**config.mk**
```make
export PLATFORM = sky130hd
export DESIGN_NAME = i2s_tx
export DESIGN_NICKNAME = d
export VERILOG_FILES = /design/src/rtl/audio_pkg.sv /design/src/rtl/i2s_bclk_gen.sv /design/src/rtl/i2s_tx.sv
export SDC_FILE = /design/constraint.sdc
export NUM_CORES = 1
export LEC_CHECK = 0
export CELL_PAD_IN_SITES_DETAIL_PLACEMENT = 1
export CELL_PAD_IN_SITES_GLOBAL_PLACEMENT = 2
export CORE_ASPECT_RATIO = 1.2
export CORE_MARGIN = 1
export CORE_UTILIZATION = 35
export DETAILED_ROUTE_END_ITERATION = 12
export DONT_BUFFER_PORTS = 1
export PLACE_DENSITY_LB_ADDON = 0.1
export SLEW_MARGIN = 25
export SYNTH_ARGS = -nofsm -noshare
export SYNTH_HDL_FRONTEND = slang
export SYNTH_SLANG_ARGS = --single-unit
```
**constraint.sdc**
```tcl
create_clock -name clk -period 4.7 [get_ports clk]
set_clock_uncertainty 0.05 [all_clocks]
set_input_delay 0.94 -clock clk [delete_from_list [all_inputs] [get_ports clk]]
set_output_delay 0.94 -clock clk [all_outputs]
set_load 0.02 [all_outputs]
```
**src/rtl/audio_pkg.sv**
```systemverilog
`default_nettype none
// ============================================================================
//  Module      : audio_pkg
//  Description : Shared audio datapath constants and sample type, used by the
//                equalizer filters and the I2S transmitter.
//  Revision    : 1.0 - initial release
// ============================================================================
package audio_pkg;

    localparam int WD_SAMPLE = 24;   // signed sample width per channel
    localparam int SLOT_W    = 32;   // BCLK cycles per I2S channel slot

    typedef logic signed [WD_SAMPLE-1:0] sample_t;

    // Counter width for a range of v states; never narrower than one bit.
    function automatic int clog2_min1(input int v);
        return (v > 1) ? $clog2(v) : 1;
    endfunction

endpackage
`default_nettype wire

```
**src/rtl/i2s_bclk_gen.sv**
```systemverilog
`default_nettype none
// ============================================================================
//  Module      : i2s_bclk_gen
//  Description : Divides clk down to the I2S bit clock. bclk toggles every
//                BCLK_DIV clk cycles; rise/fall are one-clk strobes that are
//                high on the clk edge at which bclk makes that transition.
//  Revision    : 1.0 - initial release
// ============================================================================
module i2s_bclk_gen
    import audio_pkg::*;
#(
    parameter int BCLK_DIV = 4
) (
    input  logic clk,
    input  logic reset_n,
    output logic bclk,
    output logic rise,
    output logic fall
);

    localparam int                DIV_W    = clog2_min1(BCLK_DIV);
    localparam logic [DIV_W-1:0]  DIV_LAST = DIV_W'(BCLK_DIV - 1);

    generate
        if (BCLK_DIV < 1) begin : g_div_check
            $error("i2s_bclk_gen: BCLK_DIV must be >= 1");
        end
    endgenerate

    logic [DIV_W-1:0] div_cnt;
    logic             div_wrap;

    assign div_wrap = (div_cnt == DIV_LAST);

    // Strobes announce the toggle that happens on this edge, so consumers
    // can update in lockstep with bclk itself.
    assign rise = div_wrap && !bclk;
    assign fall = div_wrap &&  bclk;

    // Half-period counter; bclk flips each time the counter wraps.
    always_ff @(posedge clk or negedge reset_n) begin
        if (!reset_n) begin
            div_cnt <= '0;
            bclk    <= 1'b0;
        end else if (div_wrap) begin
            div_cnt <= '0;
            bclk    <= ~bclk;
        end else begin
            div_cnt <= div_cnt + 1'b1;
        end
    end

endmodule
`default_nettype wire

```
**src/rtl/i2s_tx.sv**
```systemverilog
`default_nettype none
// ============================================================================
//  Module      : i2s_tx
//  Description : Standard (Philips) I2S transmitter. Accepts a left/right
//                sample pair into a one-deep shadow register and serialises
//                it MSB first, LSB zero-padded to SLOT bits per channel, with
//                lrclk leading each slot MSB by one BCLK.
//  Revision    : 1.0 - initial release
// ============================================================================
module i2s_tx
    import audio_pkg::*;
#(
    parameter int WD_IN    = WD_SAMPLE,
    parameter int SLOT     = SLOT_W,
    parameter int BCLK_DIV = 4
) (
    input  logic                    clk,
    input  logic                    reset_n,
    input  logic signed [WD_IN-1:0] l_data,
    input  logic signed [WD_IN-1:0] r_data,
    input  logic                    in_valid,
    output logic                    in_ready,
    output logic                    bclk,
    output logic                    lrclk,
    output logic                    sdata,
    output logic                    underrun
);

    localparam int               FRAME    = 2 * SLOT;
    localparam int               K_W      = clog2_min1(FRAME);
    localparam logic [K_W-1:0]   K_LAST   = K_W'(FRAME - 1);
    localparam logic [K_W-1:0]   LR_FIRST = K_W'(SLOT - 1);
    localparam logic [K_W-1:0]   LR_LAST  = K_W'(FRAME - 2);

    generate
        if (WD_IN > SLOT || WD_IN < 1) begin : g_width_check
            $error("i2s_tx: WD_IN must be in 1..SLOT");
        end
    endgenerate

    // Rise strobe is not needed on the transmit side; kept for a receive path.
    logic bclk_rise_unused;
    logic bclk_fall;

    i2s_bclk_gen #(
        .BCLK_DIV (BCLK_DIV)
    ) u_bclk_gen (
        .clk     (clk),
        .reset_n (reset_n),
        .bclk    (bclk),
        .rise    (bclk_rise_unused),
        .fall    (bclk_fall)
    );

    logic [K_W-1:0]   k;
    logic [K_W-1:0]   k_next;
    logic             lr_next;
    logic             full;
    logic [WD_IN-1:0] shadow_l;
    logic [WD_IN-1:0] shadow_r;
    logic [FRAME-1:0] frame_sr;
    logic [SLOT-1:0]  slot_l;
    logic [SLOT-1:0]  slot_r;
    logic [FRAME-1:0] load_frame;
    logic             transfer;
    logic             frame_load;

    assign in_ready   = !full;
    assign transfer   = in_valid && !full;
    assign frame_load = bclk_fall && (k == K_LAST);
    assign k_next     = (k == K_LAST) ? '0 : k + 1'b1;
    assign lr_next    = (k_next >= LR_FIRST) && (k_next <= LR_LAST);

    // Left-justify each sample in its slot; unused LSBs are zero.
    assign slot_l     = SLOT'(shadow_l) << (SLOT - WD_IN);
    assign slot_r     = SLOT'(shadow_r) << (SLOT - WD_IN);
    // Frame decision uses the flag before this edge's transfer, so a pair
    // arriving on the load edge waits for the next frame.
    assign load_frame = full ? {slot_l, slot_r} : '0;

    // Shadow pair register: a frame load empties it, a transfer fills it;
    // both on one edge can only happen from empty and leave it full.
    always_ff @(posedge clk or negedge reset_n) begin
        if (!reset_n) begin
            full     <= 1'b0;
            shadow_l <= '0;
            shadow_r <= '0;
        end else begin
            if (frame_load) begin
                full <= transfer;
            end else if (transfer) begin
                full <= 1'b1;
            end
            if (transfer) begin
                shadow_l <= l_data;
                shadow_r <= r_data;
            end
        end
    end

    // Bit counter and serialiser; everything advances on bclk fall so the
    // DAC sees stable data on the following rise.
    always_ff @(posedge clk or negedge reset_n) begin
        if (!reset_n) begin
            k        <= K_LAST;
            lrclk    <= 1'b0;
            sdata    <= 1'b0;
            frame_sr <= '0;
            underrun <= 1'b0;
        end else begin
            underrun <= 1'b0;
            if (bclk_fall) begin
                k     <= k_next;
                lrclk <= lr_next;
                if (frame_load) begin
                    sdata    <= load_frame[FRAME-1];
                    frame_sr <= {load_frame[FRAME-2:0], 1'b0};
                    underrun <= !full;
                end else begin
                    sdata    <= frame_sr[FRAME-1];
                    frame_sr <= {frame_sr[FRAME-2:0], 1'b0};
                end
            end
        end
    end

endmodule
`default_nettype wire

```
==> flow_metrics.tcl, run 1 <==
set metrics [dict create \
    yosysWarnings 0 \
    fin_crit_sh_pct 53.88 \
    endpoint_kind "primary output" \
    synthMuxAreaShare_pct 11.16 \
    fin_setup_tns_ps 0 \
    cts_buffers 17 \
    synth_fp_nets 517 \
    reg2reg_depth 4 \
    core_area_um2 13760 \
    fp.dieH_um 132.0 \
    ys_ff_latch 116 \
    placed_cell_area_um2 4992 \
    wl_um 10510 \
    port-buffer-count 0 \
    clock_path_buffers 2 \
    drt_iter0_markers 178 \
    grt_max_degree 117 \
    path_cells "buf_4 -> inv_1" \
    grt_pass1_vias 3592 \
    arrival_ps 1540 \
    synth_xor_xnor_area_share_pct 0.5327 \
    p_switching_w 0.0005697 \
    die_x_um 110.4 \
    ant_nets 0 \
    synth_top_family_by_area "simple AND/OR/NAND/NOR gates" \
    clockRootBuffer "clkbuf_16" \
    grt.overflow.total 0 \
    slowest_stage "buf_4" \
    max_stage_delay_ps 490 \
    grtUsageTotal_pct 16.36 \
    p_total_w 0.002709 \
    stdcell_area_um2 5600 \
    hold_viol 0 \
    worstReg2RegStart "k[1]" \
    drv_slew 0 \
    cts_setup_buffers 0 \
    cts_tree "yes" \
    cts_hold_buf 0 \
    synthCells 462 \
    leakagePower_nw 2.307 \
    insertion_delay_ps 410 \
    startpoint_type "register" \
    seqPwrFrac_pct 46.4 \
    synth-compound-area-share_pct 8.371 \
    maxCapViolCount 0 \
    finalCriticalPeriod_ps 2532 \
    fmax_mhz 394.9 \
    via_per_inst 5.260 \
    avgSynthCellArea_um2 10.68 \
    setup_slack_ps 2168 \
    critPathCapture "in_ready" \
    combPwrFrac_pct 6.7 \
    initial_utilization_pct 35.84 \
    wl_per_cell_um 16.68 \
    dp_hpwl_um 5880 \
    fin_nets 503 \
    multi_input_area_um2 1837 \
    drive_above_1_share_pct 19.43 \
    worst_slew_pin_slew_ps 890.9 \
    cp_max_fo 51 \
    p_int_w 0.002140 \
    antenna_found_initial 1 \
    power.density_nw_per_um2 483.8 \
    crit_path_start "full" \
    ys_seq_area_share_pct 59.01 \
    power.share.clock_pct 46.9 \
    place.gp.congestion 0.6838 \
    p_sw_share_pct 21.03 \
    yosys.area_share.adder_pct 1.015 \
    setup_violations 0 \
    rsz0062_at_grt "false" \
    rows 47 \
    pre_cts_slack_ps 1990 \
    seq_area_um2 2912 \
    first_pass_iters 4 \
    irDropWorstVdd_v 0.0002120 \
    synth_area_um2 4932 \
    dieArea_um2 14570 \
    status "finished clean" \
    io-pin-count 56 \
    yosys.area_share.simple_pct 15.73 \
    cts.reportedPaths.clkPinSlew_ps 50 \
    hold_class "primary input to async pin" \
    clock_sinks 116 \
    fill_cells 1518 \
    reg2reg_to "full" \
    post_cts_resized 0 \
    htreeDepth 4 \
    slew_headroom_pct 40.48 \
    cp.required_ps 3710 \
    path_class "register to primary output" \
    grt_pass1_wl_um 18100 \
    post-route-drc-count 0 \
    via_count 3314 \
    areaGrowthSynthToFinish_pct 13.55 \
    r2r_slack_ps 2450 \
    yosys.cell_types.count 30 \
]
per-stage QoR:
step | hold WS (ps) | cells | util (%)
after global placement | 363.6 | 599 | 36.20
final | 177.1 | 630 | 40.70
after floorplan | 353.1 | 462 | -
after global routing | 149.8 | 629 | 40.68
after CTS | 155.4 | 628 | 40.53
after detailed placement | 368.5 | 599 | 36.28
logic make-up after synthesis:
kind of cell             after synthesis
AND/OR/NAND/NOR                      182
flip-flops                           116
AO/OA/AOI/OAI                         68
multiplexers                          49
buffers and inverters                 40
adder cells (fa/ha/maj)                4
XOR/XNOR                               3
critical path: cells and delay by family, from the launching register on:
kind,cells,cell delay [ps]
buffers and inverters,2,730
DFF,1,390
cell usage in the layout, fill, tap and decap left out:
| master | n |
|---|---|
| xnor2_1 | 2 |
| nand2_1 | 73 |
| ha_1 | 4 |
| and3_1 | 2 |
| and2_4 | 1 |
| dfrtp_1 | 109 |
| dfrtp_2 | 1 |
| a21oi_1 | 2 |
| clkbuf_8 | 6 |
| nor2b_4 | 1 |
| o21ai_0 | 14 |
| o32ai_1 | 1 |
| a21o_1 | 1 |
| nand3_4 | 1 |
| and3_4 | 1 |
| o31ai_1 | 1 |
| nand3_1 | 50 |
| o41ai_1 | 1 |
| bufinv_16 | 2 |
| nand4b_1 | 1 |
| clkbuf_1 | 2 |
| inv_1 | 4 |
| dfstp_2 | 6 |
| mux2_2 | 48 |
| a31oi_1 | 48 |
| xor2_1 | 1 |
| nand4_1 | 2 |
| clkbuf_16 | 17 |
| buf_4 | 2 |
| buf_12 | 1 |
| diode_2 | 1 |
| clkinv_2 | 2 |
| nor2_1 | 50 |
| mux2i_1 | 1 |
area by class of cell:
type / instances / area share, %
antenna: 1 / 0.04468
clock buffer: 25 / 9.205
clock inverter: 4 / 1.251
inverter: 4 / 0.2681
multi-input combinational: 306 / 32.80
sequential: 116 / 51.99
tap: 171 / 3.820
timing repair buffer: 3 / 0.6256
metal layers:
layer	vias to the layer above	share of wire (%)	GRT usage [%]
met1	1672	45	20.51
met5	-	0	0
li1	1571	-	-
met2	55	49	25.60
met4	0	2.0	7.237
met3	16	4.2	5.141
synth_stat cells, drive strengths merged:
master	n	area share (%)
a21o	1	0.15
a21oi	2	0.20
a31oi	48	6.1
and2	1	0.13
and3	3	0.41
buf	20	2.7
clkbuf	16	1.2
dfrtp	110	56
dfstp	6	3.2
ha	4	1.0
inv	4	0.30
mux2	48	11
mux2i	1	0.20
nand2	73	5.6
nand3	51	5.3
nand4	2	0.25
nand4b	1	0.18
nor2	50	3.8
nor2b	1	0.13
o21ai	14	1.4
o31ai	1	0.15
o32ai	1	0.18
o41ai	1	0.18
xnor2	2	0.36
xor2	1	0.18
how the worst min path moves through the flow:
stage                                     start                     to  slack [ps]  depth (start not counted)
after floorplan           u_bclk_gen.div_cnt[0]  u_bclk_gen.div_cnt[0]         350                          1
after global placement    u_bclk_gen.div_cnt[0]  u_bclk_gen.div_cnt[0]         360                          1
after detailed placement  u_bclk_gen.div_cnt[0]  u_bclk_gen.div_cnt[0]         370                          1
after CTS                               reset_n           frame_sr[57]         160                          0
after global routing                    reset_n                  lrclk         150                          0
final                                   reset_n                  lrclk         180                          0
flip-flops by register name (all words and copies together) (netlist names), 2 cells and up:
signal / cells
frame_sr: 55
k: 6
shadow_l: 24
shadow_r: 24
u_bclk_gen.div_cnt: 2
power by group through the flow:
stage,Sequential (W),Clock [W],Combinational [W]
after floorplan,0.00123,0,0.000167
after global placement,0.00127,0,0.000176
after detailed placement,0.00128,0,0.000186
after CTS,0.00126,0.00131,0.000186
after global routing,0.00128,0.00135,0.000199
final,0.00126,0.00127,0.000181
No activity file was read; power rests on OpenSTA's default activity.
==> inputs of run 2 (changes only) <==
- clock period: 4.7 -> 2.2 ns (I/O delays scaled with it)
==> run 2 against run 1 <==
- the run now ends with negative hold slack left
- critical path depth is 3 higher
- first-iteration DRC count is 39% lower
- utilization grew 0.20 points
- cell count is 0.95% higher
- design area increased by 0.49%
- sequential share of layout area is 0.25 points lower
- total power rose by 110%
- sequential power rose by 110%
- worst setup slack got worse by 1800 ps
- worst hold slack got worse by 500 ps
- global-route usage grew 0.20 points
- routed wire length fell by 0.93%
- critical path type is now register to register
==> flow_metrics.tcl, run 2 (same netlist as run 1, synthesis figures left out) <==
set metrics [dict create \
    via_count 3353 \
    layout_commonest_cell "dfrtp_1" \
    clock_path_buffers 2 \
    dieArea_um2 14570 \
    slowest_stage "dfstp_2" \
    endpoint_kind "register" \
    fin_setup_tns_ps 0 \
    power.density_nw_per_um2 1010 \
    seq_area_um2 2912 \
    irDropWorstVdd_v 0.0005188 \
    finalCriticalPeriod_ps 1836 \
    die_x_um 110.4 \
    dp_hpwl_um 6267 \
    n_antenna_cell 0 \
    drt_iter0_markers 109 \
    p_total_w 0.005686 \
    core_area_um2 13760 \
    grt_pass1_wl_um 18370 \
    post_cts_resized 0 \
    place.gp.congestion 0.7434 \
    startpoint_type "register" \
    grt.overflow.total 0 \
    grtUsageTotal_pct 16.56 \
    wl_per_cell_um 16.37 \
    cp_max_fo 45 \
    insertion_delay_ps 410 \
    arrival_ps 2120 \
    fin_nets 510 \
    wl_um 10410 \
    htreeDepth 4 \
    fp.dieH_um 132.0 \
    io-pin-count 56 \
    post-route-drc-count 0 \
    rows 47 \
    largest_reg_flops 55 \
    layout_common_cells "dfrtp_1, nand2_1, nor2_1, nand3_1" \
    crit_path_start "k[1]" \
    port-buffer-count 0 \
    failed_checks "negative hold slack" \
    hold_class "primary input to async pin" \
    cts_setup_buffers 0 \
    cp.required_ps 2480 \
    clock_sinks 116 \
    cts_tree "yes" \
    path_class "register to register" \
    drive_above_1_share_pct 20.86 \
    clockRootBuffer "clkbuf_16" \
    drv_slew 0 \
    leakagePower_nw 2.338 \
    cts_buffers 17 \
    setup_violations 0 \
    areaGrowthSynthToFinish_pct 14.10 \
    fin_hold_ws_ps -327.2 \
    antenna_found_initial 1 \
    fill_cells 1535 \
    max_stage_delay_ps 600 \
    multi_input_area_um2 1826 \
    via_per_inst 5.272 \
    slew_headroom_pct 63.11 \
    rsz0062_at_grt "false" \
    grt_pass1_vias 3680 \
    first_pass_iters 4 \
    reg.largest.list "frame_sr (55), shadow_l (24), shadow_r (24)" \
    status "finished with violations" \
    hold_viol 116 \
    fin_crit_sh_pct 83.44 \
    grt_max_degree 117 \
    fmax_mhz 544.8 \
    path_cells "ha_1 -> and3_2 -> buf_12 -> nand3_1 -> a31oi_1" \
    worst_slew_pin_slew_ps 551.9 \
    worstReg2RegStart "k[1]" \
    maxCapViolCount 0 \
    ant_nets 0 \
    largest_register "frame_sr" \
    cts.reportedPaths.clkPinSlew_ps 50 \
    initial_utilization_pct 35.84 \
]
==> run 2: cell types whose count changed in the layout (fill, tap and decap cells not counted), sizes merged <==
| cell | before | now |
|---|---|---|
| clkinv | 2 | 4 |
| clkbuf | 25 | 24 |
| buf | 3 | 10 |
| diode | 1 | 0 |
| bufinv | 2 | 1 |
==> run 2: layout make-up <==
class | count | area share [%]
clock buffers | 24 | 9.093
well taps | 171 | 3.802
repair buffers | 10 | 1.779
multi-input cells | 306 | 32.44
clock inverters | 5 | 0.8893
inverters | 4 | 0.2668
flip-flops and latches | 116 | 51.73
==> run 2: power breakdown <==
group	switching [W]	internal [W]
Sequential	0.000204	0.00248
Combinational	0.000119	0.000269
Clock	0.000907	0.00170
Total	0.00123	0.00445
==> run 2: metal layers <==
metal  global-route usage, %  wire (um)  part of all wire, %
met5                       0          0                    0
met1                   20.62       4738                   46
met2                   26.05       5001                   48
met3                   4.548        417                  4.0
met4                   8.333        253                  2.4
==> run 2: path summary, 6_finish.rpt <==
kind                                          to  slack, ps  depth (start not counted)
max                                 frame_sr[18]        360                          5
min                        u_bclk_gen.div_cnt[0]       -330                          0
max reg2reg                         frame_sr[18]        360                          5
min reg2reg                u_bclk_gen.div_cnt[0]        370                          1
max in group asynchronous                   k[5]       2120                          0
min in group clk                    shadow_l[12]        120                          1
==> run 2: through the flow <==
| step | instance area [um2] | util [%] | std cells | setup slack (ps) |
|---|---|---|---|---|
| floorplan | 4932 | - | 462 | 551.8 |
| global placement | 5066 | 36.82 | 607 | 425.3 |
| detailed placement | 5066 | 36.82 | 607 | 378.9 |
| CTS | 5628 | 40.90 | 636 | 355.0 |
| global route | 5628 | 40.90 | 636 | 194.0 |
| finish | 5628 | 40.90 | 636 | 364.3 |
==> run 2: worst max-delay path: cells and delay by family, from the launching register on <==
family | cells | cell delay [ps]
flip-flops | 1 | 600
AND/OR/NAND/NOR | 2 | 380
adder cells (fa/ha/maj) | 1 | 300
buffers and inverters | 1 | 220
AO/OA/AOI/OAI | 1 | 180
==> inputs of run 3 (changes only) <==
- clock period: 2.2 -> 1.9 ns (I/O delays scaled with it)
==> run 3 against run 2 <==
- the flow still finishes with violations (negative hold slack)
- sequential power rose by 16%
- register-to-register slack got worse by 190 ps
- maximum frequency rose by 6.3%
- utilization rose by 0.26 points
- combinational power rose by 18%
- critical path depth did not move
- flip-flop and latch count did not move
- count of clock-buffer cells in the layout rose by 3
- clock power rose by 15%
- worst hold slack got worse by 46 ps
- non-clock buffer count rose by 2
- design area rose by 0.64%
- critical endpoint is now frame_sr[47]
- largest cell class unchanged
==> flow_metrics.tcl, run 3 (same netlist as run 1, synthesis figures left out) <==
set metrics [dict create \
    status "finished with violations" \
    failed_checks "negative hold slack" \
    slew_headroom_pct 62.63 \
    areaGrowthSynthToFinish_pct 14.84 \
    clock_path_buffers 2 \
    dieArea_um2 14570 \
    worst_slew_pin_slew_ps 559.2 \
    via_per_inst 5.197 \
    fill_cells 1523 \
    cts_buffers 17 \
    worstReg2RegStart "k[4]" \
    via_count 3326 \
    fin_nets 512 \
    largest_register "frame_sr" \
    grt_pass1_wl_um 17970 \
    max_stage_delay_ps 560 \
    reg.largest.list "frame_sr (55), shadow_l (24), shadow_r (24)" \
    place.gp.congestion 0.7231 \
    path_class "register to register" \
    fin_setup_tns_ps 0 \
    drive_above_1_share_pct 20.68 \
    n_antenna_cell 0 \
    post-route-drc-count 0 \
    fin_crit_sh_pct 90.87 \
    drv_slew 0 \
    io-pin-count 56 \
    fin_hold_ws_ps -373.5 \
    fmax_mhz 579.2 \
    layout_commonest_cell "dfrtp_1" \
    cts.reportedPaths.clkPinSlew_ps 50 \
    grt.overflow.total 0 \
    core_area_um2 13760 \
    grtUsageTotal_pct 16.33 \
    finalCriticalPeriod_ps 1727 \
    grt_util_met2_pct 26.47 \
    ant_nets 0 \
    reg2reg_depth 5 \
    antenna_found_initial 0 \
    largest_reg_flops 55 \
    maxCapViolCount 0 \
    clock_sinks 116 \
    path_cells "and3_1 -> and3_2 -> buf_4 -> nand3_1 -> a31oi_1" \
    grt_max_degree 117 \
    globalRouteMet1Util_pct 19.83 \
    dp_hpwl_um 6313 \
    crit_path_start "k[4]" \
    critPathCapture "frame_sr[47]" \
    leakagePower_nw 2.351 \
    hold_class "primary input to async pin" \
    first_pass_iters 6 \
    fp.dieH_um 132.0 \
    die_x_um 110.4 \
    hold_viol 116 \
    drt_iter0_markers 179 \
    rows 47 \
    grt_pass1_vias 3630 \
    use_met3_pct 5.685 \
    arrival_ps 2000 \
    irDropWorstVdd_v 0.0007133 \
    cp.required_ps 2170 \
    cp_max_fo 13 \
    cts_tree "yes" \
    power.density_nw_per_um2 1161 \
    r2r_slack_ps 170 \
    rsz0062_at_grt "false" \
    setup_violations 0 \
    initial_utilization_pct 35.84 \
    clockRootBuffer "clkbuf_16" \
    p_total_w 0.006576 \
    htreeDepth 4 \
    busiest_layer "met2" \
    reg2reg_to "frame_sr[47]" \
    insertion_delay_ps 400 \
    wl_um 10480 \
    slowest_stage "dfstp_2" \
    layout_common_cells "dfrtp_1, nand2_1, nor2_1, nand3_1" \
    wl_per_cell_um 16.37 \
    dp.cells 609 \
    startpoint_type "register" \
    final_cells 640 \
    endpoint_kind "register" \
    port-buffer-count 0 \
]
[run 3: cell count changes in the layout (fill, tap and decap cells not counted), sizes merged]
cell,previous run,this run
buf,10,12
clkbuf,24,27
clkinv,4,3
[run 3: where the power goes]
| group | leakage [nW] | total [W] | internal [W] | switching, W |
|---|---|---|---|---|
| sequential | 1.48 | 0.00312 | 0.00288 | 0.000241 |
| clock | 0.277 | 0.00300 | 0.00196 | 0.00104 |
| combinational | 0.590 | 0.000457 | 0.000316 | 0.000141 |
| total | 2.35 | 0.00658 | 0.00515 | 0.00143 |
[run 3: worst min-delay path by stage]
stage                     slack (ps)  startpoint               endpoint  cells after the start
after detailed placement          40     reset_n            shadow_r[3]                      0
final                           -370     reset_n           frame_sr[13]                      0
after floorplan                   30     reset_n           frame_sr[10]                      0
after global placement            40     reset_n  u_bclk_gen.div_cnt[0]                      0
after global routing            -410     reset_n            shadow_r[6]                      0
after CTS                       -400     reset_n  u_bclk_gen.div_cnt[1]                      0
[run 3: timing repair]
action	4_1_cts	5_1_grt
buffers inserted	0	0
gates resized for setup	0	1
endpoints found under the hold margin	116	116
setup endpoints to repair	0	1
[run 3: through the flow]
stage	utilization [%]	setup WS [ps]	hold slack [ps]	cell area, um2
6_report	41.16	173.4	-373.5	5664
5_1_grt	41.16	7.309	-407.4	5664
4_1_cts	41.16	116.9	-400.4	5664
3_5_place_dp	37.11	144.8	41.63	5106
3_3_place_gp	37.11	179.7	38.61	5106
2_1_floorplan	-	251.8	34.41	4932
[run 3: critical path: cells and delay by family (launching register included)]
kind / cells / cell delay (ps)
simple gates: 3 / 610
buf+inv: 1 / 220
flops: 1 / 560
compound gates: 1 / 200
[run 3: final cells by class]
type	count	area, um2	area share (%)
flip-flops and latches	116	2912	51.40
multi-input cells	306	1826	32.23
well taps	171	214.0	3.777
inverters	4	15.01	0.2651
clock inverters	4	45.04	0.7952
clock buffers	27	513.0	9.057
repair buffers	12	140.1	2.474
[run 3: layer usage]
layer,part of all wire (%),up-vias
li1,-,1591
met1,46,1670
met2,49,51
met3,3.6,14
met4,1.5,0
met5,0,-
